<file path="src/rtl/mem_bridge_pkg.sv">
// Shared definitions for the CPU-bus to synchronous-RAM bridge:
// FSM state encoding, strobe width and the full-word strobe constant.
package mem_bridge_pkg;

  localparam int STRB_W = 4;
  localparam logic [STRB_W-1:0] FULL_STRB = 4'hF;

  typedef enum logic [2:0] {
    IDLE = 3'd0,
    RD   = 3'd1,
    RDW  = 3'd2,
    WR   = 3'd3,
    ACK  = 3'd4
  } state_t;

endpackage

</file>
<file path="src/rtl/mem_byte_merge.sv">
// Combinational 4-lane byte mux: each lane takes the new byte where its
// strobe is set and keeps the old byte otherwise.
module mem_byte_merge
  import mem_bridge_pkg::*;
(
  input  logic [31:0]       old_word,
  input  logic [31:0]       new_word,
  input  logic [STRB_W-1:0] strb,
  output logic [31:0]       merged
);

  // Select each byte lane independently from its strobe bit.
  always_comb begin
    merged = old_word;
    for (int i = 0; i < STRB_W; i++) begin
      if (strb[i]) merged[8*i +: 8] = new_word[8*i +: 8];
    end
  end

endmodule

</file>
<file path="src/rtl/mem_bridge.sv">
// CPU native memory bus to word-wide synchronous RAM bridge.
// Handshake: the CPU raises mem_valid and holds it (with address, data and
// strobes) until mem_ready; mem_ready is a single-cycle acknowledge and
// mem_rdata is meaningful only while mem_ready=1. One transaction at a time.
// Reads take RD/RDW (1-cycle RAM latency); partial stores read-modify-write
// through RD/RDW/WR; full stores go straight to WR; out-of-range accesses
// get an immediate zero-data ack and writes to them are dropped.
// Optional macro MEM_BRIDGE_ERR_EN adds sticky err / err_addr outputs that
// record the first out-of-range address seen.
module mem_bridge
  import mem_bridge_pkg::*;
#(
  parameter int SIZE  = 14,
  parameter int WIDTH = 32
) (
  input  logic             clk,
  input  logic             reset,
  input  logic             mem_valid,
  output logic             mem_ready,
  input  logic [31:0]      mem_addr,
  input  logic [WIDTH-1:0] mem_wdata,
  input  logic [3:0]       mem_wstrb,
  output logic [WIDTH-1:0] mem_rdata,
  output logic             ram_en,
  output logic             ram_write,
  output logic [SIZE-1:0]  ram_addr,
  output logic [WIDTH-1:0] ram_wdata,
  input  logic [WIDTH-1:0] ram_rdata
`ifdef MEM_BRIDGE_ERR_EN
  ,
  output logic             err,
  output logic [31:0]      err_addr
`endif
);

  if (WIDTH != 32) begin : g_bad_width
    $error("mem_bridge: WIDTH must be 32");
  end

  state_t            state;
  logic [SIZE-1:0]   addr_q;
  logic [WIDTH-1:0]  wdata_q;
  logic [3:0]        wstrb_q;
  logic [WIDTH-1:0]  merge_q;
  logic [WIDTH-1:0]  rmw_word;
  logic              in_range;
  logic              unused_addr_lsb;

  // Byte offset within a word is irrelevant to a word-wide RAM.
  assign unused_addr_lsb = ^mem_addr[1:0];

  // Only the low SIZE+2 address bits may be non-zero for a RAM hit.
  assign in_range = (mem_addr[31:SIZE+2] == '0);

  mem_byte_merge u_merge (
    .old_word (ram_rdata),
    .new_word (wdata_q),
    .strb     (wstrb_q),
    .merged   (rmw_word)
  );

  // RAM strobes are decoded from state so a reset kills an in-flight write at once.
  always_comb begin
    ram_en    = (state == RD) || (state == WR);
    ram_write = (state == WR);
    ram_addr  = addr_q;
    ram_wdata = (state == WR) ? merge_q : '0;
  end

  // Transaction sequencer with registered ack and load data.
  always_ff @(posedge clk or posedge reset) begin
    if (reset) begin
      state     <= IDLE;
      mem_ready <= 1'b0;
      mem_rdata <= '0;
      addr_q    <= '0;
      wdata_q   <= '0;
      wstrb_q   <= '0;
      merge_q   <= '0;
    end else begin
      mem_ready <= 1'b0;
      case (state)
        IDLE: begin
          if (mem_valid) begin
            addr_q  <= mem_addr[SIZE+1:2];
            wdata_q <= mem_wdata;
            wstrb_q <= mem_wstrb;
            if (!in_range) begin
              if (mem_wstrb == '0) mem_rdata <= '0;
              mem_ready <= 1'b1;
              state     <= ACK;
            end else if (mem_wstrb == FULL_STRB) begin
              merge_q <= mem_wdata;
              state   <= WR;
            end else begin
              state <= RD;
            end
          end
        end
        RD: state <= RDW;
        RDW: begin
          if (wstrb_q == '0) begin
            mem_rdata <= ram_rdata;
            mem_ready <= 1'b1;
            state     <= ACK;
          end else begin
            merge_q <= rmw_word;
            state   <= WR;
          end
        end
        WR: begin
          mem_ready <= 1'b1;
          state     <= ACK;
        end
        ACK:     state <= IDLE;
        default: state <= IDLE;
      endcase
    end
  end

`ifdef MEM_BRIDGE_ERR_EN
  // Sticky error flag; the address of the first offender is never overwritten.
  always_ff @(posedge clk or posedge reset) begin
    if (reset) begin
      err      <= 1'b0;
      err_addr <= '0;
    end else if (state == IDLE && mem_valid && !in_range) begin
      err <= 1'b1;
      if (!err) err_addr <= mem_addr;
    end
  end
`endif

endmodule

</file>
<file path="config.mk">
export PLATFORM = sky130hd
export DESIGN_NAME = mem_bridge
export DESIGN_NICKNAME = d
export VERILOG_FILES = /design/src/rtl/mem_bridge_pkg.sv /design/src/rtl/mem_byte_merge.sv /design/src/rtl/mem_bridge.sv
export SDC_FILE = /design/constraint.sdc
export NUM_CORES = 1
export LEC_CHECK = 0
export CAP_MARGIN = 20
export CELL_PAD_IN_SITES_DETAIL_PLACEMENT = 1
export CELL_PAD_IN_SITES_GLOBAL_PLACEMENT = 1
export CORE_ASPECT_RATIO = 2
export CORE_UTILIZATION = 38
export DETAILED_ROUTE_END_ITERATION = 6
export PLACE_DENSITY_LB_ADDON = 0.1
export SYNTH_ARGS = -nofsm -noshare
export SYNTH_HDL_FRONTEND = slang
export SYNTH_SLANG_ARGS = --single-unit
</file>
<file path="constraint.sdc">
create_clock -name clk -period 8 [get_ports clk]
set_clock_uncertainty 0.15 [all_clocks]
set_input_delay 1.2 -clock clk [delete_from_list [all_inputs] [get_ports clk]]
set_output_delay 1.2 -clock clk [all_outputs]
set_load 0.01 [all_outputs]
</file>
# Word level (Yosys, flattened, before mapping)

Index checks and enable logic that the tools add are counted.
W data, S select, Z words.

Output and inout port bits: 81
Word-level logic and storage cells: 51
Input bits: 103
Register bits after elaboration: 118

Multiplexer cells: 24
Equality and inequality tests: 11
Reductions and logical operators: 9

Operator list:

| operator             | count |
|---|---|
| $mux W32             | 9 |
| $pmux W32 S2         | 2 |
| $mux W8              | 4 |
| $logic_not A16 Y1    | 1 |
| $ne A2 B2 Y1 const B | 7 |
| $pmux W3 S4          | 1 |
| $reduce_and A5 Y1    | 2 |
| $mux W3              | 3 |
| $logic_not A4 Y1     | 2 |
| $eq A3 B2 Y1 const B | 2 |
| $eq A4 B4 Y1 const B | 1 |
| $eq A3 B1 Y1 const B | 1 |
| $logic_not A3 Y1     | 1 |
| $mux W1              | 3 |
| $pmux W1 S3          | 1 |
| $mux W2              | 1 |
| $reduce_and A2 Y1    | 1 |
| $reduce_bool A2 Y1   | 1 |
| $logic_or A1 B1 Y1   | 1 |

# Logic depth before layout (Yosys ltp)

Gate-level depths: netlist (run 1).

Depth in word-level cells: 5
Mapped depth: 6
Gate-level depth less buffers: 4

# Hierarchy

A second synthesis (run 1) with hierarchy kept.

Cells, all modules: 495
Area total of the unflattened synthesis: 5651.7 um2

Modules (own cells, without submodules):

| module         | cells an instance | area each (um2) | times used | sequential area each (um2) |
|---|---|---|---|---|
| mem_bridge     | 459               | 5126.2          | 1          | 2952.8 |
| mem_byte_merge | 36                | 525.5           | 1          | 0.0 |

# Worst setup path before layout (run 1)

No wires, ideal clock.

Path type: register to output
From: reg state[0]
To: out ram_wdata[22]
Data required time: 6.650 ns
Path buffers: 1
Data arrival time: 1.284 ns
Path slack: 5.366 ns
Cell stages (with the launch flop): 4
Cell sequence: dfrtp_1 > nor2b_1 > clkbuf_1 > and3_1

Longest elaborated chain between the ends: 2

Ends and longest elaborated chain:

| what                   | RTL line         | source |
|---|---|---|
| from (decl)            | mem_bridge.sv:40 | `state_t state;` |
| from (signal assigned) | mem_bridge.sv:73 | `state <= IDLE;` |
| from (signal assigned) | mem_bridge.sv:91 | `state <= ACK;` |
| from (signal assigned) | mem_bridge.sv:94 | `state <= WR;` |
| $eq A3 B2 Y1           | mem_bridge.sv:67 | `ram_wdata = (state == WR) ? merge_q : '0;` |
| $mux W32               | mem_bridge.sv:67 |  |
| to (decl)              | mem_bridge.sv:27 | `output logic [WIDTH-1:0] ram_wdata,` |

No other way between the ends.

# Final worst setup path (run 1)

From: reg state[0]
To: out ram_wdata[24]

Same word-level chain as after synthesis.

==> results of run 1 <==
power by group through the flow:
| stage | Clock [mW] | Combinational (mW) | Sequential, mW |
|---|---|---|---|
| 6_report | 0.789 | 0.186 | 0.672 |
| 5_1_grt | 0.830 | 0.201 | 0.677 |
| 4_1_cts | 0.806 | 0.189 | 0.672 |
| 3_5_place_dp | 0 | 0.187 | 0.682 |
| 3_3_place_gp | 0 | 0.181 | 0.679 |
| 2_1_floorplan | 0 | 0.0986 | 0.667 |
cell families (layout without fill, tap and decap cells):
family / count (synthesis) / count (layout) / synth area share
muxes: 83 / 83 / 0.166
DFF: 118 / 118 / 0.547
AOI/OAI and AO/OA: 136 / 136 / 0.157
buffers and inverters: 41 / 223 / 0.0408
and+or+nand+nor: 82 / 82 / 0.0894
path summary, 6_finish.rpt:
kind | from | endpoint | cells after the start
max in group asynchronous | reset | merge_q[13] | 3
max | state[0] | ram_wdata[24] | 4
min reg2reg | mem_rdata[5] | mem_rdata[5] | 1
min in group asynchronous | reset | ram_addr[5] | 2
min | mem_rdata[5] | mem_rdata[5] | 1
max reg2reg | state[1] | mem_rdata[30] | 4
registers in the layout, indices dropped and copies added, names as in the netlist:
signal / cells
mem_rdata: 32
mem_ready: 1
merge_q: 32
ram_addr: 14
state: 3
wdata_q: 32
wstrb_q: 4
stage by stage:
step | power [mW] | area, um2
after detailed placement | 0.870 | 7350
after CTS | 1.67 | 7960
final | 1.65 | 7960
after global placement | 0.860 | 7330
after floorplan | 0.765 | 5400
after global routing | 1.71 | 7960
placed cells by master, fill, tap and decap left out, drive strengths merged, types with 2 or more instances in the layout:
master / instances
bufinv: 3
a22o: 33
and3: 32
a211o: 2
mux2: 51
dfrtp: 118
clkbuf: 18
nor4: 6
nand2: 34
and2: 2
inv: 4
clkinv: 5
clkdlybuf4s50: 181
o21ai: 96
mux2i: 32
clkinvlp: 3
buf: 9
area by class of cell:
type | instances | area (um2)
Multi-Input combinational cell | 301 | 2260
Sequential cell | 118 | 2950
Tap cell | 189 | 236
Fill cell | 1477 | 5930
Inverter | 1 | 6.26
Clock inverter | 14 | 175
Timing Repair Buffer | 190 | 1890
Clock buffer | 18 | 439
synth_stat cells (2+ instances only):
cell	count
o21ai_0	66
a22o_1	33
clkbuf_1	16
nor4_1	2
and2_1	2
and3_1	32
dfrtp_1	118
a211o_1	2
mux2_2	51
buf_6	6
o21ai_1	30
buf_1	3
nand2_1	34
nor4_2	4
buf_2	14
mux2i_1	32
metal layers:
metal / vias up / share of wire
met5: - / 0
met4: 0 / 0.023
met3: 24 / 0.046
met2: 122 / 0.56
met1: 2262 / 0.37
li1: 2021 / -
==> impl_metrics.yaml, run 1 <==
clocking:
  cts-htree-levels: 4
  clk_pin_slew_worst_paths_ns: 0.05
  postCtsSetupBuffers: 0
  cts_hold_repair.buffers: 0
  clock_path_buffers: 2
  cts_tree: "done"
  clk_latency_ns: 0.41
  cts_resized: 0
  cts_root_buf: "clkbuf_16"
  cts_made_buffers: 17
  cts.sinks: 118
yosys:
  synth_edf_count: 0
  yosysTopAreaCell: "dfrtp_1"
  yosys.cell_types.count: 31
  avgSynthCellArea_um2: 11.7
  yosys_warnings: 0
  ys_seq_area_frac: 0.547
  ys_seq_elements: 118
  synthArstFlopShare: 1.00
  synthFlopType: "dfrtp_1"
  synthTopCellsByArea: "dfrtp_1 55%, mux2_2 11%, o21ai_0 6.1%, mux2i_1 5.9%, a22o_1 5.4%"
  synth_top_cell_area_share: 0.547
  synth_cells: 460
  netlist_area_mm2: 0.00540
  syn_nets: 563
place:
  post-dp-hpwl_mm: 11.3
  place_inst: 799
  port_buffers: 181
  gp_congestion: 0.715
  pre_cts_slack_ns: 3.97
grt:
  grt_pass1_wl_mm: 26.6
  grtUsageMet1: 0.260
  antenna_found_initial: 0
  grt_use_met3: 0.0502
  gr-total-overflow: 0
  grt_pass1_vias: 5005
  grt_max_degree: 61
  grt_util_all_layers: 0.240
  grt_use_met2: 0.449
  busiest_layer: "met2"
route:
  drt_iter0_drc: 145
  drcViolationCount: 0
  wl_per_cell_um: 20.2
  viasPerCell: 5.33
  vias: 4429
  first_pass_iters: 4
  final_antenna_net_count: 0
  wirelength_mm: 16.8
floorplan:
  die_h_um: 171
  initial_core_util: 0.389
  fp.dieArea_mm2: 0.0147
  die_w_um: 86.3
  io_pins: 184
  core_mm2: 0.0139
  std_cell_rows: 61
finish:
  n_antenna_cell: 0
  final_layout_size_suffix_gt1_frac: 0.164
  final_cells: 831
  nets: 732
  areaGrowthSynthToFinish_pct: 47.4
  utilization: 0.573
setup_path:
  critPathTopFamily: "buffers and inverters"
  critPathCaptureType: "output port"
  slowest_stage: "clkdlybuf4s50_1"
  worstSetupPathType: "flip-flop to output port"
  crit_path_cell_trace: "nor2b_2, buf_8, and3_1, clkdlybuf4s50_1"
  reg2reg_slack_ns: 5.03
  critPathBufInv: 2
  worst_ep_required_time_ns: 6.65
  path_max_fanout: 25
  max_stage_delay_ns: 0.59
  crit_path_start_kind: "flip-flop"
  arrival_ns: 2.44
sta:
  holdWs_ns: 0.344
  worst_slew_pin_slew_ns: 0.998
  finalCritPeriodShare: 0.474
  min_period_ns: 3.79
  slew-limit-headroom: 0.333
  drv_slew: 0
  hold_violations: 0
  setup_tns_ns: 0
  rsz0062_at_grt: "false"
  setup_viol: 0
  fin_ws_ns: 4.21
  fmax_ghz: 0.264
pwr:
  pwr-share-seq: 0.408
  p_sw_frac: 0.238
  peakVddDrop_v: 0.000139
  p_int_mw: 1.26
  p_comb_frac: 0.113
  power_switching_mw: 0.392
  cellPowerDensity_mw_per_mm2: 207
  p_leak_nw: 3.43
  clkPwrFrac: 0.479
min_path:
  hold_class: "flip-flop to flip-flop"
job:
  drv_cap: 0
outcome:
  status: "finished, final reports clean"
Power figures use the tool's default switching activity.
==> run 2, diff against run 1 <==
--- a/config.mk
+++ b/config.mk
@@ -9,7 +9,7 @@
 export CELL_PAD_IN_SITES_DETAIL_PLACEMENT = 1
 export CELL_PAD_IN_SITES_GLOBAL_PLACEMENT = 1
 export CORE_ASPECT_RATIO = 2
-export CORE_UTILIZATION = 38
+export CORE_UTILIZATION = 35
 export DETAILED_ROUTE_END_ITERATION = 6
 export PLACE_DENSITY_LB_ADDON = 0.1
 export SYNTH_ARGS = -nofsm -noshare
==> constraint.sdc (replaced) <==
create_clock -name clk -period 3.65 [get_ports clk]
set_clock_uncertainty 0.15 [all_clocks]
set_input_delay 0.5475 -clock clk [delete_from_list [all_inputs] [get_ports clk]]
set_output_delay 0.5475 -clock clk [all_outputs]
set_load 0.01 [all_outputs]
==> run 2 against run 1 <==
Hold slack worse by 0.040 ns. Total power is 130% higher. Utilization is 3.6 points lower. Largest power group unchanged.
==> impl_metrics.yaml, run 2 (synthesis gave the netlist of run 1 again) <==
place:
  gp_congestion: 0.753
  post-dp-hpwl_mm: 11.7
  place_area_mm2: 0.00740
  port_buffers: 181
sta:
  fmax_ghz: 0.325
  slew-limit-headroom: 0.447
  rsz0062_at_grt: "false"
  setup_viol: 0
  drv_slew: 0
  worst_slew_pin_slew_ns: 0.829
  hold_violations: 0
  min_period_ns: 3.08
  setup_tns_ns: 0
  finalCritPeriodShare: 0.844
clocking:
  cts_resized: 0
  clk_pin_slew_worst_paths_ns: 0.06
  cts_tree: "done"
  cts-htree-levels: 4
  clk_latency_ns: 0.42
  postCtsSetupBuffers: 0
  cts_hold_repair.buffers: 0
  cts.sinks: 118
  clock_path_buffers: 2
  cts_root_buf: "clkbuf_16"
  cts_made_buffers: 17
route:
  dr_wl_met3_um: 832
  first_pass_iters: 4
  final_antenna_net_count: 0
  maxUsedRoutingLayer: "met4"
  wl_per_cell_um: 20.2
  wirelength_mm: 17.0
  dr_wl_met2_mm: 9.74
  drcViolationCount: 0
  drt_iter0_drc: 131
  viasPerCell: 5.31
  met1_length_mm: 6.14
  vias: 4470
finish:
  final_layout_size_suffix_gt1_frac: 0.168
  nets: 737
  areaGrowthSynthToFinish_pct: 49.0
  top_regs: "mem_rdata (32), merge_q (32), wdata_q (32)"
  fillerInstances: 1561
  final_cell_mix: "181 x clkdlybuf4s50_1, 118 x dfrtp_1, 66 x o21ai_0"
  layout_commonest_cell: "clkdlybuf4s50_1"
  finalInstanceArea_mm2: 0.00805
  n_antenna_cell: 0
pwr:
  cellPowerDensity_mw_per_mm2: 465
  peakVddDrop_v: 0.000374
  p_leak_nw: 3.47
outcome:
  status: "finished, final reports clean"
floorplan:
  core_mm2: 0.0150
  io_pins: 184
  die_w_um: 89.8
  initial_core_util: 0.361
  std_cell_rows: 63
  fp.dieArea_mm2: 0.0160
  die_h_um: 178
setup_path:
  critPathCaptureType: "output port"
  startpoint: "state[1]"
  path_max_fanout: 21
  crit_path_start_kind: "flip-flop"
  worst_ep_required_time_ns: 2.95
  worstSetupPathType: "flip-flop to output port"
  arrival_ns: 2.38
  rr_startpoint: "state[1]"
grt:
  grt_max_degree: 63
  grt_util_all_layers: 0.226
  grt_pass1_vias: 5113
  grt_pass1_wl_mm: 27.5
  gr-total-overflow: 0
  antenna_found_initial: 0
min_path:
  hold_class: "primary input to async pin"
job:
  drv_cap: 0
-- run 2: cell types whose count changed in the layout (fill, tap and decap cells not counted), moves of 2 or more --
cell | before | now
inv_6 | 3 | 1
buf_4 | 8 | 13
bufinv_16 | 3 | 5
clkinvlp_4 | 3 | 1
clkbuf_1 | 0 | 2
-- run 2: path summary, 6_finish.rpt --
check                           endpoint  slack [ns]  cells past startpoint
setup / recovery           ram_wdata[30]        0.57                      3
hold / removal                wdata_q[8]        0.30                      2
setup reg to reg           mem_rdata[12]        0.94                      3
hold reg to reg             mem_rdata[6]        0.35                      1
max in group asynchronous     wstrb_q[3]        2.42                      3
min in group clk            mem_rdata[6]        0.35                      1
-- run 2: area by class of cell --
class	instances	area (um2)	area share
multi-input cells	301	2260	0.281
clock buffers	20	447	0.0555
clock inverters	12	200	0.0249
well taps	195	244	0.0303
inverters	1	7.51	0.000933
repair buffers	195	1930	0.240
flip-flops and latches	118	2950	0.367
-- run 2: metal layers --
layer	track usage	vias to the layer above
met5	0	-
met4	0.0902	0
met3	0.0591	21
met2	0.431	127
met1	0.230	2294
li1	-	2028
-- run 2: critical path, cell delays in order, from the launching register on --
cell and delay [ns]:
dfrtp_1 0.82, buf_4 0.36, and3_1 0.19, clkdlybuf4s50_1 0.59
-- run 2: through the flow --
| stage | hold slack (ns) | utilization | total power [mW] | instances | setup slack [ns] |
|---|---|---|---|---|---|
| floorplan | 0.316 | - | 1.68 | 460 | 1.51 |
| global placement | 0.333 | 0.494 | 1.89 | 810 | 0.830 |
| detailed placement | 0.336 | 0.494 | 1.91 | 810 | 0.747 |
| CTS | 0.298 | 0.537 | 3.78 | 842 | 0.564 |
| global route | 0.324 | 0.537 | 3.87 | 842 | 0.446 |
| finish | 0.304 | 0.537 | 3.74 | 842 | 0.571 |
-- run 2: where the power goes --
part	internal, mW	switching [mW]	leakage [nW]	total [mW]
registers	1.39	0.0806	1.53	1.47
clock network	1.23	0.623	0.318	1.85
logic	0.263	0.147	1.62	0.410
total	2.89	0.851	3.47	3.74
==> run 3, diff against run 2 <==
--- a/config.mk
+++ b/config.mk
@@ -9,7 +9,7 @@
 export CELL_PAD_IN_SITES_DETAIL_PLACEMENT = 1
 export CELL_PAD_IN_SITES_GLOBAL_PLACEMENT = 1
 export CORE_ASPECT_RATIO = 2
-export CORE_UTILIZATION = 35
+export CORE_UTILIZATION = 32
 export DETAILED_ROUTE_END_ITERATION = 6
 export PLACE_DENSITY_LB_ADDON = 0.1
 export SYNTH_ARGS = -nofsm -noshare
==> constraint.sdc (replaced) <==
create_clock -name clk -period 2.55 [get_ports clk]
set_clock_uncertainty 0.15 [all_clocks]
set_input_delay 0.3825 -clock clk [delete_from_list [all_inputs] [get_ports clk]]
set_output_delay 0.3825 -clock clk [all_outputs]
set_load 0.01 [all_outputs]
==> run 3 against run 2 <==
Register-to-register slack lost 0.56 ns. Sequential share of layout area is 0.55 points lower. Count of clock-buffer cells in the layout fell by 2. Die area up 9.2%. Global-route usage fell by 1.4 points. Utilization down 3.7 points.
==> impl_metrics.yaml, run 3 (synthesis gave the netlist of run 1 again) <==
outcome:
  status: "finished, final reports clean"
setup_path:
  crit_path_start_kind: "flip-flop"
  worstSetupPathType: "flip-flop to output port"
  arrival_ns: 1.94
  critPathCaptureType: "output port"
  path_max_fanout: 20
  worst_ep_required_time_ns: 2.02
grt:
  gr-total-overflow: 0
  antenna_found_initial: 1
  grt_util_all_layers: 0.211
  grt_pass1_vias: 5145
  grt_pass1_wl_mm: 27.4
  grt_max_degree: 66
floorplan:
  fp.dieArea_mm2: 0.0174
  std_cell_rows: 66
  die_w_um: 93.9
  io_pins: 184
  die_h_um: 186
  initial_core_util: 0.330
  core_mm2: 0.0164
sta:
  worst_slew_pin_slew_ns: 0.431
  hold_violations: 0
  setup_viol: 0
  fmax_ghz: 0.405
  min_period_ns: 2.47
  rsz0062_at_grt: "false"
  slew-limit-headroom: 0.712
  finalCritPeriodShare: 0.968
  drv_slew: 0
finish:
  nets: 752
  finalInstanceArea_mm2: 0.00818
  final_cells: 867
  fillerInstances: 1740
  areaGrowthSynthToFinish_pct: 51.4
  final_layout_size_suffix_gt1_frac: 0.195
  top_regs: "mem_rdata (32), merge_q (32), wdata_q (32)"
  layout_commonest_cell: "clkdlybuf4s50_1"
  final_cell_mix: "180 x clkdlybuf4s50_1, 116 x dfrtp_1, 66 x o21ai_0"
route:
  drt_iter0_drc: 160
  vias: 4521
  wirelength_mm: 17.4
  dr_wl_met3_um: 861
  dr_wl_met2_mm: 10.0
  wl_per_cell_um: 20.1
  first_pass_iters: 4
  met1_length_mm: 6.09
  viasPerCell: 5.21
  drcViolationCount: 0
  maxUsedRoutingLayer: "met4"
  final_antenna_net_count: 0
clocking:
  cts.sinks: 118
  cts_root_buf: "clkbuf_16"
  cts_tree: "done"
  cts_hold_repair.buffers: 0
  cts_made_buffers: 17
  clk_pin_slew_worst_paths_ns: 0.06
  cts-htree-levels: 4
  clk_latency_ns: 0.41
  clock_path_buffers: 2
job:
  drv_cap: 0
pwr:
  cellPowerDensity_mw_per_mm2: 649
  peakVddDrop_v: 0.000477
  p_leak_nw: 3.54
place:
  gp_congestion: 0.784
  place_area_mm2: 0.00751
  post-dp-hpwl_mm: 12.5
  place_inst: 833
  port_buffers: 181
min_path:
  hold_class: "primary input to async pin"
## run 3: changes by cell type in the layout (fill, tap and decap cells not counted), sizes merged
cell	before	now
buf	14	29
bufinv	5	4
clkbuf	20	18
clkdlybuf4s50	181	180
clkinv	6	3
clkinvlp	1	7
diode	0	1
dlymetal6s2s	0	1
## run 3: routing by layer
metal | track usage | up-vias
met3 | 0.0523 | 28
li1 | - | 2058
met5 | 0 | -
met4 | 0.0812 | 0
met2 | 0.396 | 136
met1 | 0.221 | 2299
## run 3: cell type report
cell class,instances,area (um2),area share
multi-input combinational,301,2270,0.277
antenna,1,2.50,0.000306
inverter,1,7.51,0.000918
sequential,118,2960,0.361
timing repair buffer,210,2050,0.251
tap,204,255,0.0312
clock inverter,14,200,0.0245
clock buffer,18,439,0.0537
## run 3: worst paths after layout
check	end	depth (start not counted)	slack [ns]	startpoint
hold / removal	mem_rdata[6]	2	0.17	reset
hold reg to reg	mem_rdata[3]	1	0.35	mem_rdata[3]
setup / recovery	ram_wdata[18]	4	0.08	state[2]
setup reg to reg	mem_rdata[17]	6	0.38	state[1]
max in group asynchronous	mem_rdata[3]	3	1.38	reset
min in group clk	mem_rdata[3]	1	0.35	mem_rdata[3]
## run 3: what timing repair did
action	4_1_cts	5_1_grt
hold endpoints to repair	0	0
gates resized for setup	3	2
setup buffers	1	0
endpoints found under the setup margin	31	2
## run 3: through the flow
step	utilization	hold WS (ns)	setup TNS [ns]	setup slack, ns	power (mW)
6_report	0.500	0.167	0	0.0805	5.30
5_1_grt	0.500	0.201	0	0.0177	5.50
4_1_cts	0.500	0.167	0	0.0575	5.38
3_5_place_dp	0.460	0.334	-2.12	-0.112	2.76
3_3_place_gp	0.460	0.333	0	0.0201	2.72
2_1_floorplan	-	0.316	0	0.576	2.40
## run 3: worst max-delay path, stage by stage, from the launching register on
cell	delay (ns)
dfrtp_2	0.41
nor2b_2	0.14
buf_6	0.20
and3_1	0.18
clkdlybuf4s50_1	0.59
## run 3: where the power goes
| part | switching [mW] | internal [mW] | total, mW |
|---|---|---|---|
| Clock | 0.917 | 1.67 | 2.58 |
| Combinational | 0.266 | 0.392 | 0.658 |
| Sequential | 0.0662 | 2.00 | 2.06 |
